## src/rtl/led_matrix_scan.sv

```systemverilog
// Row-multiplexed 8x8 LED matrix driver with double-buffered board and inter-row blanking.
// A new board is latched into a pending buffer and swapped into display only at a frame boundary.
module led_matrix_scan #(
  parameter int DWELL_CYCLES   = 4,
  parameter int BLANK_CYCLES   = 1,
  parameter bit COL_ACTIVE_LOW = 1'b0
) (
  input  logic        clk,
  input  logic        reset,
  input  logic [63:0] frame_in,
  input  logic        frame_valid,
  output logic        frame_ready,
  output logic [7:0]  row_sel,
  output logic [7:0]  col_data,
  output logic        frame_done,
  output logic        busy
);

  localparam int MAX_CYCLES = (DWELL_CYCLES > BLANK_CYCLES) ? DWELL_CYCLES : BLANK_CYCLES;
  localparam int CW = $clog2(MAX_CYCLES + 1);
  localparam logic [7:0]    COL_MASK   = {8{COL_ACTIVE_LOW}};
  localparam logic [CW-1:0] DWELL_LAST = CW'(DWELL_CYCLES - 1);
  localparam logic [CW-1:0] BLANK_LAST = CW'(BLANK_CYCLES - 1);

  typedef enum logic [1:0] {IDLE, BLANK, DRIVE} state_t;

  state_t        state_reg;
  logic [2:0]    row_reg;
  logic [CW-1:0] cnt_reg;
  logic [63:0]   pending_reg;
  logic [63:0]   display_reg;
  logic          pending_valid_reg;

  logic        accept;
  logic        row_end;
  logic        frame_end;
  logic        swap;
  logic        start_row;
  logic [63:0] display_next;
  logic [2:0]  row_next;
  logic [7:0]  onehot_next;
  logic [7:0]  col_next;
  logic [7:0]  row_bytes [8];

  assign frame_ready  = !pending_valid_reg;
  assign accept       = frame_valid && !pending_valid_reg;
  assign row_end      = (state_reg == DRIVE) && (cnt_reg == DWELL_LAST);
  assign frame_end    = row_end && (row_reg == 3'd7);
  // Swap decision uses the registered pending flag, so a board accepted this edge waits a frame.
  assign swap         = pending_valid_reg && ((state_reg == IDLE) || frame_end);
  assign start_row    = ((state_reg == IDLE) && swap) || row_end;
  assign display_next = swap ? pending_reg : display_reg;

  // Row about to be entered: IDLE starts at 0, DRIVE advances (wrapping), BLANK keeps its row.
  assign row_next = (state_reg == IDLE)  ? 3'd0 :
                    (state_reg == DRIVE) ? row_reg + 3'd1 : row_reg;

  generate
    for (genvar gi = 0; gi < 8; gi++) begin : g_row
      assign row_bytes[gi]   = display_next[8*gi +: 8];
      assign onehot_next[gi] = (row_next == 3'(gi));
    end
  endgenerate

  assign col_next = row_bytes[row_next] ^ COL_MASK;

  always_ff @(posedge clk) begin
    if (!reset) begin
      state_reg         <= IDLE;
      row_reg           <= 3'd0;
      cnt_reg           <= '0;
      pending_reg       <= 64'd0;
      display_reg       <= 64'd0;
      pending_valid_reg <= 1'b0;
      row_sel           <= 8'h00;
      col_data          <= COL_MASK;
      frame_done        <= 1'b0;
      busy              <= 1'b0;
    end else begin
      frame_done <= frame_end;

      if (accept) begin
        pending_reg       <= frame_in;
        pending_valid_reg <= 1'b1;
      end
      if (swap) begin
        display_reg       <= pending_reg;
        pending_valid_reg <= 1'b0;
      end

      if (start_row) begin
        row_reg <= row_next;
        cnt_reg <= '0;
        busy    <= 1'b1;
        if (BLANK_CYCLES > 0) begin
          state_reg <= BLANK;
          row_sel   <= 8'h00;
          col_data  <= COL_MASK;
        end else begin
          state_reg <= DRIVE;
          row_sel   <= onehot_next;
          col_data  <= col_next;
        end
      end else if (state_reg == BLANK) begin
        if (cnt_reg == BLANK_LAST) begin
          state_reg <= DRIVE;
          cnt_reg   <= '0;
          row_sel   <= onehot_next;
          col_data  <= col_next;
        end else begin
          cnt_reg <= cnt_reg + CW'(1);
        end
      end else if (state_reg == DRIVE) begin
        cnt_reg <= cnt_reg + CW'(1);
      end
    end
  end

endmodule

```

## config.mk

```make
export PLATFORM = sky130hd
export DESIGN_NAME = led_matrix_scan
export DESIGN_NICKNAME = d
export VERILOG_FILES = /design/src/rtl/led_matrix_scan.sv
export SDC_FILE = /design/constraint.sdc
export NUM_CORES = 1
export LEC_CHECK = 0
export BUFFER_PORTS_ARGS = -buffer_cell sky130_fd_sc_hd__buf_4
export CORE_MARGIN = 2
export CORE_UTILIZATION = 50
export CTS_BUF_LIST = sky130_fd_sc_hd__clkbuf_2 sky130_fd_sc_hd__clkbuf_4 sky130_fd_sc_hd__clkbuf_8
export CTS_CLUSTER_SIZE = 14
export DETAILED_ROUTE_END_ITERATION = 7
export GPL_TIMING_DRIVEN = 1
export PLACE_DENSITY = 0.7
export SLEW_MARGIN = 20
export SYNTH_ARGS = -nofsm -noshare
export SYNTH_HDL_FRONTEND = slang
export SYNTH_SLANG_ARGS = --single-unit
```

## constraint.sdc

```tcl
create_clock -name clk -period 3.3 [get_ports clk]
set_input_delay 0 -clock clk [delete_from_list [all_inputs] [get_ports clk]]
set_output_delay 0 -clock clk [all_outputs]
set_load 0.1 [all_outputs]
```

### After elaboration in Yosys (flattened, before gate mapping)

Index checks and enable logic that the tools add are counted.

| storage, ports and cells | value |
|---|---|
| register bits | 155 |
| word-level logic and storage cells | 57 |
| output and inout bits | 19 |
| input port bits | 67 |

| operators by class | value |
|---|---|
| order comparisons | 1 |
| equal/unequal tests | 11 |
| add/sub/neg operators | 2 |
| multiplexer cells | 12 |
| reduce and logical (&&, ||, !) cells | 18 |
| bitwise logic cells | 2 |

Operators by type and width:

| operator | count |
|---|---|
| two-way mux 64 bit | 1 |
| binary-select mux 8 bit (select 3 bit) | 1 |
| two-way mux 8 bit | 2 |
| equality test 3 bit, second input constant | 5 |
| two-way mux 3 bit | 5 |
| equality test 3 x 2 -> 1 bit, second input constant | 3 |
| adder 3 x 1 -> 3 bit, second input constant | 2 |
| zero test 3 bit | 2 |
| nonzero test 2 bit | 3 |
| logical AND 1 bit | 5 |
| >= comparator 4 bit, second input constant | 1 |
| NOT 3 -> 4 bit | 1 |
| AND reduction 2 bit | 2 |
| OR reduction 2 bit | 2 |
| equality test 3 x 1 -> 1 bit, second input constant | 1 |
| two-way mux 1 bit | 3 |
| equality test 2 x 1 -> 1 bit, second input constant | 1 |
| equality test 2 bit, second input constant | 1 |
| zero test 2 bit | 1 |
| logical OR 1 bit | 2 |
| zero test 1 bit | 1 |
| NOT 1 bit | 1 |

### Logic depth before layout (Yosys ltp)

| logic depth | value |
|---|---|
| depth after elaboration | 9 |
| depth in mapped cells | 11 |

### Worst setup path before layout

OpenSTA, ideal clock, no wires.

| timing path | value |
|---|---|
| path type | reg-to-reg |
| start | reg state_reg[0] |
| end | reg col_data[0] |
| slack | 1.212 ns |
| buffers on the path | 3 |
| stages on the path, launching flop included | 11 |
| data required time | 3.166 ns |
| library setup time | 0.134 ns |
| arrival time | 1.953 ns |
| cells stage by stage | dfxtp_1 -> inv_1 -> ha_1 -> buf_2 -> and2_1 -> buf_6 -> nor2_2 -> buf_6 -> mux2_2 -> a2111oi_2 -> a211oi_1 |

| between the ends | value |
|---|---|
| word-level cells in the longest chain between the ends | 9 |
| elaborated cells on any way between the ends | 18 |
| classes of those cells | eq/ne (2); mux (6); bitwise (1); reduce/logical (9) |

Ends and longest elaborated chain:

| item | line | text |
|---|---|---|
| start, declared | 27 | `state_t state_reg;` |
| start signal, assigned | 69 | `state_reg <= IDLE;` |
| start signal, assigned | 96 | `state_reg <= BLANK;` |
| start signal, assigned | 100 | `state_reg <= DRIVE;` |
| equality test 2 bit | 47, 56 |  |
| logical AND 1 bit | 47 | `assign row_end = (state_reg == DRIVE) && (cnt_reg == DWELL_LAST);` |
| logical AND 1 bit | 48 | `assign frame_end = row_end && (row_reg == 3'd7);` |
| logical OR 1 bit | 50 | `assign swap = pending_valid_reg && ((state_reg == IDLE) \|\| frame_end);` |
| logical AND 1 bit | 50 |  |
| two-way mux 64 bit | -- |  |
| binary-select mux 8 bit (select 3 bit) | 65 | `assign col_next = row_bytes[row_next] ^ COL_MASK;` |
| two-way mux 8 bit (not written as such) (2 in series) | 65 |  |
| end signal, assigned | 102 | `col_data <= col_next;` |
| end signal, assigned | 109 | `col_data <= col_next;` |
| end, declared | 14 | `output logic [7:0] col_data,` |

Parallel ways exist; a longest one is shown, timed or not. The select of a mux whose other input is x is not followed.
A chain may end at the register's enable or synchronous reset.

### Final worst setup path

| timing path | value |
|---|---|
| start | reg row_reg[0] |
| end | reg col_data[0] |

| between the ends | value |
|---|---|
| word-level cells in the longest chain between the ends | 8 |
| elaborated cells on any way between the ends | 15 |
| classes of those cells | add/sub (1); eq/ne (1); mux (6); bitwise (1); reduce/logical (6) |

Ends and longest elaborated chain:

| item | line | text |
|---|---|---|
| start, declared | 28 | `logic [2:0] row_reg;` |
| start signal, assigned | 92 | `row_reg <= row_next;` |
| branches (longest 8 deep; another with adder 3 x 1 -> 3 bit) | -- |  |

Several ways; the timed one is not identified. The select of a mux whose other input is x is not followed.

==> results by group <==
Logic synthesis
  • Dominant cell type by area after synthesis: dfxtp_1
  • Seq/Total Area, Yosys: 45.2%
  • Synth Area in Compound Gates: 23.6%
  • Mapped Cells: 812
  • Syn Nets: 887
  • Multiplexer share of the synthesized area: 6.16%
  • Adder-cell share of the synthesized area: 1.46%
  • Synth Area per Inst: 8.46 um^2
  • Post-synth top area share: 45.2%
  • Largest family of logic cells by synthesized area: compound AO/OA/AOI/OAI gates
  • Number of enable flip-flop cells after synthesis: 0
  • Synth Flop Type: dfxtp_1
  • FF+latch count, synth: 155
  • Post-synthesis xor/xnor area fraction: 0%
  • Synthesized area: 6870 um^2
  • Synth area leaders: dfxtp_1, nand2_1, a21boi_0
  • Most common cell in the netlist: nand2_1
  • Synth unique cells: 43
  • Most frequent cells after synthesis: nand2_1, dfxtp_1, a21boi_0
  • Post-synth ARST share: 0%
  • Synth warnings: 0
  • Synth Area in Simple Gates: 19.0%

STA
  • Part of the cycle the worst path needs: 91.6%
  • Final Max Tran Viols: 0
  • Final Hold Viols: 0
  • Worst slew pin tran: 0.830 ns
  • Fin crit period: 3.02 ns
  • Slew Limit Headroom: 44.7%
  • Final setup violation count: 0
  • FMAX: 0.331 GHz
  • Fin Clk Skew: 0.0104 ns
  • Unrepaired setup endpoints after global routing: no
  • Setup TNS: 0 ns

Die
  • Chip height: 121 um
  • IO Count: 86
  • Die Area: 14,700 um^2
  • DIE WIDTH: 121 um
  • Starting density of the core: 51.4%
  • Row count: 42
  • Core footprint: 13,300 um^2

Setup path
  • Req. time, crit path: 3.64 ns
  • Crit-path most repeated cell: ha_1
  • Worst setup SP type: register
  • Worst path cell trace: ha_1, ha_1, nand4_4, buf_4, mux2i_1, o22ai_1, a2111oi_0, a211oi_1
  • Max incr delay on CP: 0.53 ns
  • Crit path kind: register to register
  • Element type at the critical path end: register
  • Max stage delay cell, worst path: dfxtp_1
  • CP max FO: 27
  • Crit path DAT: 3.36 ns

Clock tree
  • Clk sink count: 155
  • Clock buffers created by TritonCTS: 17
  • CTS H-tree depth: 4
  • Post-CTS Repair Setup Buffers: 0
  • TritonCTS clock tree: done
  • Clock root cell: clkbuf_8
  • CTS max path bufs: 2
  • Clock Latency Late Sink: 0.46 ns
  • Worst-path clk slew: 0.08 ns

Power
  • Leak: 3.42 nW
  • Worst VDD drop: 0.315 mV
  • Power Total: 0.00431 W
  • Power per cell area: 495 nW/um^2

Cells and area
  • # diodes: 0
  • Final-stage net count: 1,013
  • Fin util: 65.3%
  • Fill cells: 1,102
  • Layout cell share with drive strength beyond 1: 15.7%
  • Finished layout cell area: 8710 um^2
  • Area grow syn2layout: 26.9%

Global route
  • Total global routing overflow: 0
  • Antenna violations before repair: 0
  • First-pass GRT wire length: 29.8 mm
  • Largest net degree at the start of global routing: 136
  • Vias in the first global route: 5,885
  • Total track usage: 26.0%

Route
  • Vias per inst: 5.49
  • Remaining DRCs: 0
  • Initial drt markers: 507
  • Vias: 6,189
  • WL per Instance: 16.5 um
  • Drt pass-1 iters: 5
  • Post-DRT Antenna Nets: 0
  • Final WL: 18.6 mm

Flow run
  • Max-Cap Viols: 0

Place
  • Detail Placement HPWL: 12.1 mm
  • Buffers added on ports: 85
  • Routability cong.: 0.912
  • Area after DPL: 7580 um^2

Status
  • Status: complete, no violations

Min path
  • Hold crit path type: input pin to register
==> power breakdown <==
part	switching, W	total (W)	internal (W)
Combinational	0.000371	0.000619	0.000247
Sequential	0.0000703	0.00203	0.00196
Clock	0.000681	0.00166	0.000981
Total	0.00112	0.00431	0.00319
==> metal layers <==
metal | vias up | track usage [%] | wire, um
met1 | 2930 | 33.2 | 8020
met3 | 41 | 4.51 | 1060
met5 | - | 0 | 0
li1 | 3009 | - | -
met4 | 0 | 12.2 | 518
met2 | 209 | 42.7 | 8960
==> kinds of logic (layout without fill, tap and decap cells) <==
group,count (synthesis),count (layout)
AO/OA/AOI/OAI,227,227
buffers and inverters,65,204
adder cells (fa/ha/maj),8,8
multiplexers,39,39
AND/OR/NAND/NOR,318,318
flip-flops,155,155
==> area by class of cell <==
cell class	instances	area [um^2]	area share, %
clock buffers	27	347	3.98
repair buffers	165	1420	16.3
multi-input cells	592	3470	39.8
well taps	176	220	2.53
inverters	7	26.3	0.302
clock inverters	5	128	1.46
flip-flops and latches	155	3100	35.6
==> placed cells by master, fill, tap and decap left out, drive strengths merged, types with 4 or more instances in the layout <==
cell type / instances
buf: 100
a2bb2oi: 4
a211oi: 9
o22ai: 12
dfxtp: 155
nand2: 262
and2: 9
a2111oi: 16
inv: 7
mux2i: 31
o21ai: 24
ha: 8
nor2: 16
clkbuf: 27
dlygate4sd3: 65
a21o: 8
a21oi: 27
bufinv: 4
mux2: 8
nand3: 11
a21boi: 123
==> metrics by stage <==
step	std cells	setup WS [ns]	hold slack [ns]
2_1_floorplan	812	1.21	0.145
3_3_place_gp	1030	0.474	0.264
3_5_place_dp	1030	0.344	0.274
4_1_cts	1127	0.314	0.00399
5_1_grt	1127	0.00944	0.0360
6_report	1127	0.278	0.0433
==> worst max-delay path, delay by kind of cell (launching register included) <==
kind | cells | cell delay (ns)
AOI/OAI and AO/OA | 3 | 0.69
DFF | 1 | 0.53
and+or+nand+nor | 1 | 0.50
adders and majority gates | 2 | 0.47
buffers and inverters | 1 | 0.46
muxes | 1 | 0.24
==> repair_timing <==
action | CTS | global route
hold buffers | 65 | 0
hold endpoints to repair | 65 | 0
setup endpoints to repair | 0 | 0
gates resized for setup | 0 | 0
==> worst paths after layout <==
path / start / slack (ns) / cells after the start / to
min reg2reg: row_sel[2] / 0.47 / 2 / row_sel[2]
min: reset / 0.04 / 4 / row_sel[2]
max reg2reg: row_reg[0] / 0.28 / 8 / col_data[0]
max: row_reg[0] / 0.28 / 8 / col_data[0]
Note: power is estimated with default switching activity, not from simulation.
